**config.mk**
```make
export PLATFORM = sky130hd
export DESIGN_NAME = acsu_pipe
export DESIGN_NICKNAME = d
export VERILOG_FILES = /design/src/rtl/acsu_pipe.sv
export SDC_FILE = /design/constraint.sdc
export NUM_CORES = 1
export LEC_CHECK = 0
export CORE_MARGIN = 3
export CORE_UTILIZATION = 50
export CTS_CLUSTER_DIAMETER = 50
export DETAILED_ROUTE_END_ITERATION = 10
export PLACE_DENSITY = 0.7
export SETUP_SLACK_MARGIN = 0.5
export SKIP_LAST_GASP = 1
export SLEW_MARGIN = 20
export SYNTH_ARGS = -nofsm -noshare
export SYNTH_HDL_FRONTEND = slang
export SYNTH_SLANG_ARGS = --single-unit
```
**constraint.sdc**
```tcl
create_clock -name clk_i -period 16.7 [get_ports clk_i]
set_input_delay 3.34 -clock clk_i [delete_from_list [all_inputs] [get_ports clk_i]]
set_output_delay 3.34 -clock clk_i [all_outputs]
set_load 0.01 [all_outputs]
```
**src/rtl/acsu_pipe.sv**
```systemverilog
// Registered add-compare-select stage for a rate-1/2 Viterbi decoder with
// 2^(K-1) states, saturating path metrics and per-step normalisation.
module acsu_pipe #(
    parameter int unsigned K       = 3,
    parameter int unsigned BM_W    = 2,
    parameter int unsigned PM_W    = 8,
    parameter int unsigned INIT_PM = 64
) (
    input  logic                               clk_i,
    input  logic                               rst_ni,
    input  logic                               in_valid_i,
    output logic                               in_ready_o,
    input  logic                               start_i,
    input  logic [2*(1<<(K-1))*BM_W-1:0]       bm_i,
    output logic                               out_valid_o,
    input  logic                               out_ready_i,
    output logic [(1<<(K-1))-1:0]              dec_bits_o,
    output logic [K-2:0]                       best_state_o,
    output logic [(1<<(K-1))*PM_W-1:0]         pm_o
);

    localparam int unsigned NS = 1 << (K - 1);
    localparam int unsigned SW = K - 1;
    localparam logic [PM_W-1:0] INIT_V = PM_W'(INIT_PM);
    localparam logic [PM_W-1:0] PM_MAX = '1;

    logic [PM_W-1:0] pm_q   [NS];
    logic [PM_W-1:0] pm_d   [NS];
    logic [PM_W-1:0] base   [NS];
    logic [PM_W:0]   cand0  [NS];
    logic [PM_W:0]   cand1  [NS];
    logic [PM_W-1:0] sat0   [NS];
    logic [PM_W-1:0] sat1   [NS];
    logic [PM_W-1:0] sel    [NS];
    logic [SW-1:0]   pred0  [NS];
    logic [SW-1:0]   pred1  [NS];
    logic [PM_W-1:0] min_pm;
    logic [NS-1:0]   dec_new, dec_q, dec_d;
    logic [SW-1:0]   best_new, best_q, best_d;
    logic            out_valid_q, out_valid_d;
    logic            acc;

    assign in_ready_o = !out_valid_q || out_ready_i;
    assign acc        = in_valid_i && in_ready_o;

    always_comb begin
        dec_new  = '0;
        best_new = '0;
        for (int unsigned j = 0; j < NS; j++) begin
            base[j] = start_i ? ((j == 0) ? '0 : INIT_V) : pm_q[j];
        end
        for (int unsigned j = 0; j < NS; j++) begin
            // Shifting the state left by one and truncating gives p0 = (2j) mod NS.
            pred0[j] = SW'(j << 1);
            pred1[j] = pred0[j] | SW'(1);
            cand0[j] = {1'b0, base[pred0[j]]} + (PM_W+1)'(bm_i[(2*j)*BM_W +: BM_W]);
            cand1[j] = {1'b0, base[pred1[j]]} + (PM_W+1)'(bm_i[(2*j+1)*BM_W +: BM_W]);
            sat0[j]  = cand0[j][PM_W] ? PM_MAX : cand0[j][PM_W-1:0];
            sat1[j]  = cand1[j][PM_W] ? PM_MAX : cand1[j][PM_W-1:0];
            if (sat0[j] <= sat1[j]) begin
                sel[j]     = sat0[j];
                dec_new[j] = 1'b0;
            end else begin
                sel[j]     = sat1[j];
                dec_new[j] = 1'b1;
            end
        end
        // Strict compare keeps the lowest index among equal minima.
        min_pm = sel[0];
        for (int unsigned j = 1; j < NS; j++) begin
            if (sel[j] < min_pm) begin
                min_pm   = sel[j];
                best_new = SW'(j);
            end
        end
        for (int unsigned j = 0; j < NS; j++) begin
            pm_d[j] = acc ? (sel[j] - min_pm) : pm_q[j];
        end
        dec_d       = acc ? dec_new : dec_q;
        best_d      = acc ? best_new : best_q;
        out_valid_d = acc ? 1'b1 : (out_ready_i ? 1'b0 : out_valid_q);
    end

    always_ff @(posedge clk_i) begin
        if (!rst_ni) begin
            for (int unsigned j = 0; j < NS; j++) begin
                pm_q[j] <= (j == 0) ? '0 : INIT_V;
            end
            dec_q       <= '0;
            best_q      <= '0;
            out_valid_q <= 1'b0;
        end else begin
            for (int unsigned j = 0; j < NS; j++) begin
                pm_q[j] <= pm_d[j];
            end
            dec_q       <= dec_d;
            best_q      <= best_d;
            out_valid_q <= out_valid_d;
        end
    end

    for (genvar g = 0; g < NS; g++) begin : g_pm
        assign pm_o[g*PM_W +: PM_W] = pm_q[g];
    end

    assign out_valid_o  = out_valid_q;
    assign dec_bits_o   = dec_q;
    assign best_state_o = best_q;

endmodule

```
==> flow_metrics.py <==
metrics = {
    "critical_path": {
        "crit_fanout": 21,
        "cp.arrival_ps": 15180,
        "reg2reg_depth": 47,
        "cp-end-kind": "flop",
        "cp.required_ps": 16920,
        "r2r-start": "pm_q[0][1]",
        "critPathSlowestCell": "dlymetal6s2s_1",
        "crit_path_start": "start_i",
        "crit_type": "input port to flop",
        "slowest_delay_ps": 610,
        "startpoint_type": "input port",
    },
    "synthesis": {
        "syn_avg_cell_area_um2": 7.391,
        "synthesis.area_um2": 7132,
        "yosysWarnings": 0,
        "synth_ff_type": "dfxtp_1",
        "synth_edf_count": 0,
        "netlist.area_leader.share": 0.1421,
        "synth-seq-area-share": 0.1095,
        "synthDistinctLibCells": 105,
        "ys_ff_latch": 39,
        "syn-instance-count": 965,
        "synthTopCellsByArea": "ha_1 14%, dfxtp_1 11%, nor2_1 5.7%",
        "async_flop_share": 0,
        "syn_nets": 1071,
        "yosys.area.top_type": "ha_1",
    },
    "placement": {
        "placedCellCount": 1176,
        "dpl.hpwl_mm": 18.16,
        "pre_cts_ws_ps": 1278,
        "numPortBuffers": 60,
        "gp_congestion": 1.007,
    },
    "outcome": {
        "status": "completed",
    },
    "die": {
        "io_pins": 61,
        "rows": 43,
        "die_x_um": 125.4,
        "initial_core_util": 0.5118,
        "coreArea_um2": 13930,
        "die_h_um": 125.4,
        "die_area_um2": 15730,
    },
    "drt": {
        "wl_per_cell_um": 18.95,
        "vias_per_cell": 6.141,
        "firstDrtPassIters": 5,
        "drc": 0,
        "vias": 7271,
        "drtIter0Drc": 745,
        "final_antenna_net_count": 0,
        "wl_mm": 22.43,
    },
    "finish": {
        "synthToLayoutAreaGrowth_pct": 12.18,
        "layoutNonFillerInstCount": 1184,
        "layout.nets": 1109,
        "drive_above_1_share": 0.09064,
        "diodes": 0,
    },
    "clock_tree": {
        "cts_setup_buffers": 0,
        "cts_tree": "built",
        "cts_buffers": 5,
        "cts.path.max_buffers": 2,
        "clk_latency_ps": 300,
        "cts_max_level": 2,
        "clk_pin_slew_ps": 60,
        "cts_sinks": 39,
        "root_buffer": "clkbuf_16",
    },
    "grt": {
        "grt_pass1_wl_mm": 34.85,
        "grt_pass1_vias": 6424,
        "grt_use_total": 0.2743,
        "grt_max_degree": 48,
        "grt_antenna_before_repair": 0,
        "grt_overflow": 0,
    },
    "sta": {
        "finalMaxSlewViolations": 0,
        "setup_ws_ps": 1740,
        "worst_pin_slew_ps": 896.5,
        "fin_setup_tns_ps": 0,
        "finClkSkew_ps": 6.510,
        "maxSlewHeadroom": 0.3852,
        "fmax_ghz": 0.06685,
        "finalHoldViolCount": 0,
        "rsz0062_at_grt": "false",
        "finalSetupViolCount": 0,
        "period_needed_ps": 14960,
        "min_period_over_period": 0.8958,
    },
    "job": {
        "max-cap-violations": 0,
    },
    "worst_hold_path": {
        "min_from": "pm_q[1][1]",
        "worstHoldPathCells": 2,
        "holdCritPathClass": "flop to flop",
    },
}
per-stage QoR:
step	hold WS, ps	util	cell area, um2
after floorplan	488.3	-	7132
after global placement	460.6	0.5618	7829
after detailed placement	467.4	0.5618	7829
after CTS	476.3	0.5739	7998
after global routing	517.7	0.5741	8000
final	472.3	0.5741	8000
critical path: cells and delay by family:
family,cells,cell delay (ps)
xor+xnor,1,140
simple gates,20,4130
compound gates,15,3150
fa+ha+maj,9,2500
buf+inv,7,1480
mux,1,420
registers in the layout, summed over array words and instances (netlist names):
register      count
best_state_o      2
out_valid_o       1
pm_q             32
dec_bits_o        4
Yosys cell counts (8+ instances only):
cell type  instances
clkbuf_1          18
a21o_1            12
nor3_1            22
nand2_1           82
nor2b_1           18
o21ai_0           52
a211oi_1          20
xor2_1            12
and3_1             9
or2_2             10
a21oi_1           74
and2_1            14
ha_1              81
maj3_1             8
dfxtp_1           39
mux2i_1           23
mux2_2            14
inv_1             60
buf_2             11
nor2_1           108
nand4_1            9
xnor2_1           43
a31oi_1           14
nand3_1           40
path summary, 6_finish.rpt:
path	to	slack, ps
worst max-delay path	pm_q[1][6]	1740
worst min-delay path	pm_q[1][1]	470
worst max register to register	pm_q[1][6]	4960
worst min register to register	pm_q[1][1]	470
per-layer routing:
| metal | GRT usage | part of all wire | vias to the layer above |
|---|---|---|---|
| met3 | 0.03246 | 0.073 | 35 |
| met5 | 0 | 0 | - |
| met4 | 0.07207 | 0.023 | 0 |
| met1 | 0.4178 | 0.48 | 3375 |
| li1 | - | - | 3586 |
| met2 | 0.4062 | 0.42 | 275 |
kinds of logic after synthesis:
group                    Yosys count  share of synthesized area
multiplexers                      40                    0.06263
buffers and inverters            100                    0.06017
AND/OR/NAND/NOR                  374                     0.2763
adder cells (fa/ha/maj)           95                     0.1677
flip-flops                        39                     0.1095
XOR/XNOR                          55                    0.06754
AO/OA/AOI/OAI                    262                     0.2561
cell type report:
cell class	instances	area (um2)
timing repair buffer	69	670.6
fill	1343	5934
inverter	62	232.7
clock buffer	5	125.1
clock inverter	3	43.79
multi-input combinational	826	5922
sequential	39	780.7
tap	180	225.2
repair_timing:
item | CTS | global route
hold buffers | 0 | 0
endpoints found under the setup margin | 0 | 3
resized for setup | 0 | 1
endpoints found under the hold margin | 0 | 0
cells in the final DEF, fill, tap and decap left out, types with 6 or more instances in the layout:
master and instances:
a31oi_1 14, o21ai_1 6, o211ai_1 7, and3_1 9
or2_2 10, mux2i_1 23, xor2_1 12, ha_1 81
or3_1 6, nand2b_1 7, nor3_1 22, a211oi_1 20
nand4_1 9, nor2_1 108, nand2_1 82, maj3_1 8
clkdlybuf4s50_1 59, dfxtp_1 39, nand3_1 40, inv_1 60
a21oi_1 74, mux2_2 14, o22ai_1 7, o21ai_0 52
a21o_1 12, and2_1 14, nor2b_1 18, xnor2_1 43
buf_4 9
Power is not shown: default switching activity piles up to over one toggle a cycle in this logic, so the estimate is an artifact.
